--- config.mk ---
export PLATFORM = sky130hd
export DESIGN_NAME = fetch_ctrl_flat
export DESIGN_NICKNAME = d
export VERILOG_FILES = /design/src/rtl/fetch_ctrl_if.sv /design/src/rtl/fetch_ctrl.sv /design/src/flat_wrapper.sv
export SDC_FILE = /design/constraint.sdc
export NUM_CORES = 1
export LEC_CHECK = 0
export ABC_AREA = 1
export CORE_AREA = 2 2 73 75
export CTS_CLUSTER_SIZE = 8
export DETAILED_ROUTE_END_ITERATION = 10
export DIE_AREA = 0 0 75 77
export GPL_TIMING_DRIVEN = 0
export PLACE_DENSITY_LB_ADDON = 0.25
export RECOVER_POWER = 25
export SYNTH_ARGS = -nofsm -noshare
export SYNTH_HDL_FRONTEND = slang
export SYNTH_SLANG_ARGS = --single-unit
--- constraint.sdc ---
create_clock -name clk -period 4.7 [get_ports clk]
set_input_delay 0.94 -clock clk [delete_from_list [all_inputs] [get_ports clk]]
set_output_delay 0.94 -clock clk [all_outputs]
set_load 0.02 [all_outputs]
--- src/rtl/fetch_ctrl_if.sv ---
// fetch_ctrl_if: IF-stage bus between the fetch sequencer
// and the imem / decode / execute side.
interface fetch_ctrl_if #(
  parameter int ADDR_W = 16,
  parameter int CNT_W  = 16
);
  logic              imem_rdy;
  logic              stall;
  logic              hlt;
  logic              jmp;
  logic [ADDR_W-1:0] jmp_target;
  logic              br_taken;
  logic [ADDR_W-1:0] br_target;
  logic [ADDR_W-1:0] iaddr;
  logic [ADDR_W-1:0] pc_plus1;
  logic              if_valid;
  logic              halted;
  logic [CNT_W-1:0]  retired;

  modport master (
    input  imem_rdy, stall, hlt,
    input  jmp, jmp_target,
    input  br_taken, br_target,
    output iaddr, pc_plus1,
    output if_valid, halted, retired
  );

  modport slave (
    output imem_rdy, stall, hlt,
    output jmp, jmp_target,
    output br_taken, br_target,
    input  iaddr, pc_plus1,
    input  if_valid, halted, retired
  );
endinterface

--- src/rtl/fetch_ctrl.sv ---
// fetch_ctrl: IF-stage PC sequencer with redirect,
// stall, memory wait, halt and retired counter.
module fetch_ctrl #(
  parameter int              ADDR_W    = 16,
  parameter logic [ADDR_W-1:0] RESET_VEC = 16'h0000,
  parameter int              CNT_W     = 16
) (
  input logic         clk,
  input logic         rst_n,
  fetch_ctrl_if.master bus
);

  typedef enum logic [1:0] {
    BOOT,
    FETCH,
    WAIT,
    HALT
  } state_t;

  state_t            state_q;
  state_t            state_d;
  logic [ADDR_W-1:0] iaddr_q;
  logic [ADDR_W-1:0] iaddr_d;
  logic [CNT_W-1:0]  ret_q;
  logic              halted_q;
  logic              active;
  logic              valid;

  assign active = (state_q == FETCH) ||
                  (state_q == WAIT);
  assign valid  = bus.imem_rdy & active & ~bus.stall;

  assign bus.iaddr    = iaddr_q;
  assign bus.pc_plus1 = iaddr_q + 1'b1;
  assign bus.if_valid = valid;
  assign bus.halted   = halted_q;
  assign bus.retired  = ret_q;

  // next state and next fetch address
  always_comb begin
    state_d = state_q;
    iaddr_d = iaddr_q;
    case (state_q)
      BOOT: state_d = FETCH;
      FETCH, WAIT: begin
        if (!bus.imem_rdy) begin
          state_d = WAIT;
        end else if (bus.stall) begin
          state_d = FETCH;
        end else if (bus.hlt) begin
          state_d = HALT;
        end else if (bus.jmp) begin
          state_d = FETCH;
          iaddr_d = bus.jmp_target;
        end else if (bus.br_taken) begin
          state_d = FETCH;
          iaddr_d = bus.br_target;
        end else begin
          state_d = FETCH;
          iaddr_d = iaddr_q + 1'b1;
        end
      end
      HALT:    state_d = HALT;
      default: state_d = BOOT;
    endcase
  end

  // state, pc and halt flag registers
  always_ff @(posedge clk or negedge rst_n) begin
    if (!rst_n) begin
      state_q  <= BOOT;
      iaddr_q  <= RESET_VEC;
      halted_q <= 1'b0;
    end else begin
      state_q  <= state_d;
      iaddr_q  <= iaddr_d;
      halted_q <= (state_d == HALT);
    end
  end

  // saturating count of completed instructions
  always_ff @(posedge clk or negedge rst_n) begin
    if (!rst_n) begin
      ret_q <= '0;
    end else if (valid && !(&ret_q)) begin
      ret_q <= ret_q + 1'b1;
    end
  end

endmodule
--- src/flat_wrapper.sv ---
// flat-port wrapper written by rule: the top's interface ports become plain ports
module fetch_ctrl_flat 
#(
  parameter int              ADDR_W    = 16,
  parameter logic [ADDR_W-1:0] RESET_VEC = 16'h0000,
  parameter int              CNT_W     = 16
)
  (clk, rst_n, bus_imem_rdy, bus_stall, bus_hlt, bus_jmp, bus_jmp_target, bus_br_taken, bus_br_target, bus_iaddr, bus_pc_plus1, bus_if_valid, bus_halted, bus_retired);
  fetch_ctrl_if #(.ADDR_W(ADDR_W), .CNT_W(CNT_W)) bus_i ();
  input logic clk;
  input logic rst_n;
  input wire logic [$bits(bus_i.imem_rdy)-1:0] bus_imem_rdy;
  input wire logic [$bits(bus_i.stall)-1:0] bus_stall;
  input wire logic [$bits(bus_i.hlt)-1:0] bus_hlt;
  input wire logic [$bits(bus_i.jmp)-1:0] bus_jmp;
  input wire logic [$bits(bus_i.jmp_target)-1:0] bus_jmp_target;
  input wire logic [$bits(bus_i.br_taken)-1:0] bus_br_taken;
  input wire logic [$bits(bus_i.br_target)-1:0] bus_br_target;
  output wire logic [$bits(bus_i.iaddr)-1:0] bus_iaddr;
  output wire logic [$bits(bus_i.pc_plus1)-1:0] bus_pc_plus1;
  output wire logic [$bits(bus_i.if_valid)-1:0] bus_if_valid;
  output wire logic [$bits(bus_i.halted)-1:0] bus_halted;
  output wire logic [$bits(bus_i.retired)-1:0] bus_retired;
  assign bus_i.imem_rdy = bus_imem_rdy;
  assign bus_i.stall = bus_stall;
  assign bus_i.hlt = bus_hlt;
  assign bus_i.jmp = bus_jmp;
  assign bus_i.jmp_target = bus_jmp_target;
  assign bus_i.br_taken = bus_br_taken;
  assign bus_i.br_target = bus_br_target;
  assign bus_iaddr = bus_i.iaddr;
  assign bus_pc_plus1 = bus_i.pc_plus1;
  assign bus_if_valid = bus_i.if_valid;
  assign bus_halted = bus_i.halted;
  assign bus_retired = bus_i.retired;
  fetch_ctrl #(.ADDR_W(ADDR_W), .RESET_VEC(RESET_VEC), .CNT_W(CNT_W)) u_core (.clk(clk), .rst_n(rst_n), .bus(bus_i));
endmodule
Yosys cells after proc, flatten, opt, wreduce, memory -nomap -nowiden

Index checks and enable logic that the tools add are counted.

Register bits after elaboration: 35
Bits in latches: 0
Memory bits (writable): 0
Bits in read-only memories: 0
Input bits: 39
Output and inout bits: 50
Logic and storage cells: 27
Memories kept: 0

$add $sub $neg: 2
$mul: 0
Div/mod/pow operators: 0
$lt $le $gt $ge: 0
Equality and inequality tests: 4
Shift-type cells: 0
Muxes and demuxes: 6
Bitwise operators: 4
Reductions and logical operators: 7

Operators with widths:

| kind                    | count |
|---|---|
| $add A16 B1 Y16 const B | 2 |
| $mux W16                | 2 |
| $reduce_and A16 Y1      | 1 |
| $eq A2 B2 Y1 const B    | 3 |
| $mux W2                 | 3 |
| $pmux W2 S3             | 1 |
| $reduce_and A4 Y1       | 1 |
| $and A1 B1 Y1           | 2 |
| $eq A2 B1 Y1 const B    | 1 |
| $logic_not A2 Y1        | 1 |
| $not A1 Y1              | 2 |
| $reduce_or A2 Y1        | 1 |
| $logic_and A1 B1 Y1     | 1 |
| $logic_not A1 Y1        | 1 |
| $logic_or A1 B1 Y1      | 1 |

Depth between registers and ports, before layout

Depth after elaboration: 5
Mapped depth: 11
Gate-level depth less buffers: 10

Worst setup path before layout

No wires, ideal clock.

Path kind: register to output
Start: reg u_core.iaddr_q[1] (netlist: u_core.bus.iaddr[1])
End: out bus_pc_plus1[10]
Arrival: 1.437 ns
Data required time: 3.760 ns
Path slack: 2.323 ns
Stages on the path, launching flop included: 7
Buffers on the path: 0
Cell sequence: dfrtp_1 -> ha_1 -> nand2_1 -> nor2_1 -> nand2_1 -> o21ai_0 -> inv_1

Word-level cells in the longest chain between the ends: 1

RTL lines:

| item                     | RTL line           | source |
|---|---|---|
| start: declaration       | fetch_ctrl.sv:22   | `logic [ADDR_W-1:0] iaddr_q;` |
| start signal: assignment | fetch_ctrl.sv:76   | `iaddr_q <= iaddr_d;` |
| $add A16 B1 Y16          | fetch_ctrl.sv:34   | `assign bus.pc_plus1 = iaddr_q + 1'b1;` |
| end: declaration         | flat_wrapper.sv:20 | `output wire logic [$bits(bus_i.pc_plus1)-1:0] bus_pc_plus1;` |

No other way between the ends.

Worst setup path in the final report

Start: reg u_core.iaddr_q[0] (netlist: u_core.bus.iaddr[0])
End: out bus_pc_plus1[10]

The elaborated chain is that of the path after synthesis.

==> results.yml <==
worst_setup_path:
  cp.arrival_ns: 2.32
  crit_path_max_fanout: 5
  startpoint_type: "flip-flop"
  path_class: "reg2out"
  endpoint_kind: "output pin"
  worst_ep_required_time_ns: 3.76
power:
  seq_power_share_pct: 50.0
  p_leak_nw: 1.566
  p_sw_uw: 147.0
  vdd_drop_max_uv: 169.6
  combPwrFrac_pct: 10.3
  clkPwrFrac_pct: 39.7
  p_int_uw: 455.1
  netSwitchingFraction_pct: 24.42
  power_density_nw_per_um2: 178.6
sta:
  drv_slew: 36
  finalHoldViolCount: 0
  setup_violations: 0
  fin_hold_ws_ns: 0.5264
  finalClockSkew_ns: 0.01037
  tns_ns: 0
  min_period_over_period_pct: 69.32
  period_needed_ns: 3.258
  slew_headroom_pct: -26.16
  fmax_mhz: 306.9
  grt_setup_unrepaired: "false"
  worstMarginPinSlew_ns: 1.892
logic_synthesis:
  synth.yosys.warnings: 0
  synth.net_count: 387
  postSynthCellCount: 344
  ys_ff_latch: 35
  yosysSeqAreaShare_pct: 37.70
  syn_avg_cell_area_um2: 6.754
  ys_types: 28
  netlist_area_um2: 2323
floorplanning:
  io_pins: 89
  dieArea_um2: 5775
  start_util_pct: 46.68
  die_h_um: 77
  die_w_um: 75
  coreArea_um2: 4977
  fp-row-count: 26
clocking:
  root_buffer: "clkbuf_8"
  cts_made_buffers: 5
  ctsHoldBuffers: 0
  h-tree-depth: 2
  clkSlewWorstSetupHoldPaths_ns: 0.07
  cts_setup_buffers: 0
  cts_buffer_depth: 2
  clock_latency_ns: 0.30
  post_cts_resize_count: 0
  cts_tree: "yes"
  clock_sinks: 35
cells_and_area:
  design_area_um2: 3371
  final_common_cell: "nand2_1"
  nets: 481
  antenna-diode-count: 0
  area_delta_synth_final_pct: 45.07
  drive_above_1_share_pct: 4.784
  nFillCells: 460
  finish.utilization_pct: 67.72
  mostFrequentLayoutCells: "nand2_1 (91), clkdlybuf4s50_1 (86), nor2_1 (54)"
route:
  firstDrtPassIters: 5
  antenna_left: 0
  wirelength_um: 6871
  viasPerCell: 5.149
  drt_iter0_drc: 144
  drc: 0
  num_vias: 2621
  wire_per_inst_um: 13.50
run:
  cap_violations: 1
global_routing:
  grt_pass1_wl_um: 11000
  gr-usage-all-layers_pct: 24.49
  antenna_found_initial: 0
  grt_pass1_vias: 2440
  gr-total-overflow: 0
  grt_max_degree: 36
place:
  portBuffers: 87
  gp_congestion: 0.9256
  dpl.hpwl_um: 5115
  post_dp_cell_area_um2: 3277
run_status:
  status: "complete, but fails checks"
  violations: "capacitance limit, slew limit"
hold_path:
  worstHoldPathType: "reg2reg"
## worst max-delay path, stage by stage (launching register included)
cell             delay (ns)
dfrtp_1                0.44
ha_1                   0.24
nand2_1                0.06
nor2_1                 0.31
nand2_1                0.12
o21ai_0                0.25
inv_1                  0.06
clkdlybuf4s50_1        0.54
## registers in the layout (all words and copies together) (netlist names)
signal,cells
u_core.bus.halted,1
u_core.bus.iaddr,16
u_core.bus.retired,16
u_core.state_q,2
## layout make-up
class / instances / area [um2] / area share (%)
multi-input combinational: 258 / 1245 / 36.93
buffer: 9 / 42.54 / 1.262
timing repair buffer: 87 / 864.6 / 25.65
clock inverter: 1 / 8.758 / 0.2598
tap: 70 / 87.58 / 2.598
sequential: 35 / 875.8 / 25.98
clock buffer: 7 / 86.33 / 2.561
inverter: 42 / 160.2 / 4.751
## through the flow
stage / setup slack [ns] / total power, mW / cells
6_report: 1.442 / 0.6022 / 509
5_1_grt: 1.273 / 0.6236 / 509
4_1_cts: 1.451 / 0.6045 / 509
3_5_place_dp: 1.458 / 0.3685 / 501
3_3_place_gp: 1.476 / 0.3692 / 501
2_1_floorplan: 2.323 / 0.3262 / 344
## Yosys cell counts
master,instances,area (um2)
dfrtp_1,35,875.8
inv_4,1,6.260
a22oi_1,1,7.510
buf_2,1,5.000
inv_2,2,7.510
clkbuf_1,6,22.52
nor2_2,5,31.28
a21oi_1,25,125.1
ha_1,4,50.05
inv_1,39,146.4
nor3_1,3,15.01
o21ai_2,1,8.760
nand3_1,23,115.1
nand2_2,1,6.260
nand4_1,7,43.79
nand2_1,91,341.6
nor3_2,1,10.01
o21ai_1,4,20.02
and2_1,1,6.260
nand3_2,1,10.01
nor2_1,54,202.7
buf_6,1,11.26
xnor2_1,3,26.28
o21ai_0,14,70.07
xor2_1,13,113.9
nand3b_1,3,22.52
buf_1,1,3.750
o22ai_1,3,18.77
## power by group through the flow
stage               clock, mW  sequential (mW)  combinational, mW
floorplan                   0            0.307             0.0192
global placement            0            0.307             0.0623
detailed placement          0            0.307             0.0616
CTS                     0.241            0.301             0.0625
global route            0.254            0.301             0.0683
finish                  0.239            0.301             0.0620
## cells by family after synthesis
| group | share of synthesized area [%] |
|---|---|
| AO/OA/AOI/OAI | 10.77 |
| XOR/XNOR | 6.031 |
| adder cells (fa/ha/maj) | 2.154 |
| buffers and inverters | 8.724 |
| flip-flops | 37.70 |
| AND/OR/NAND/NOR | 34.63 |
## path summary, 6_finish.rpt
path                                              from                      to  slack (ns)  cells past startpoint
max in group asynchronous                        rst_n  u_core.bus.retired[11]        2.45                      1
worst min register to register  u_core.bus.retired[11]  u_core.bus.retired[11]        0.53                      2
worst min-delay path            u_core.bus.retired[11]  u_core.bus.retired[11]        0.53                      2
worst max-delay path               u_core.bus.iaddr[0]        bus_pc_plus1[10]        1.44                      7
min in group asynchronous                        rst_n    u_core.bus.iaddr[14]        1.16                      1
worst max register to register       u_core.state_q[0]     u_core.bus.iaddr[1]        2.75                      7
## routing by layer
metal | vias up | part of all wire, % | global-route usage (%)
met3 | 21 | 7.9 | 5.519
met4 | 0 | 2.6 | 10.54
met2 | 123 | 50 | 41.05
met5 | - | 0 | 0
li1 | 1280 | - | -
met1 | 1197 | 40 | 29.31
No activity file was read; power rests on OpenSTA's default activity.
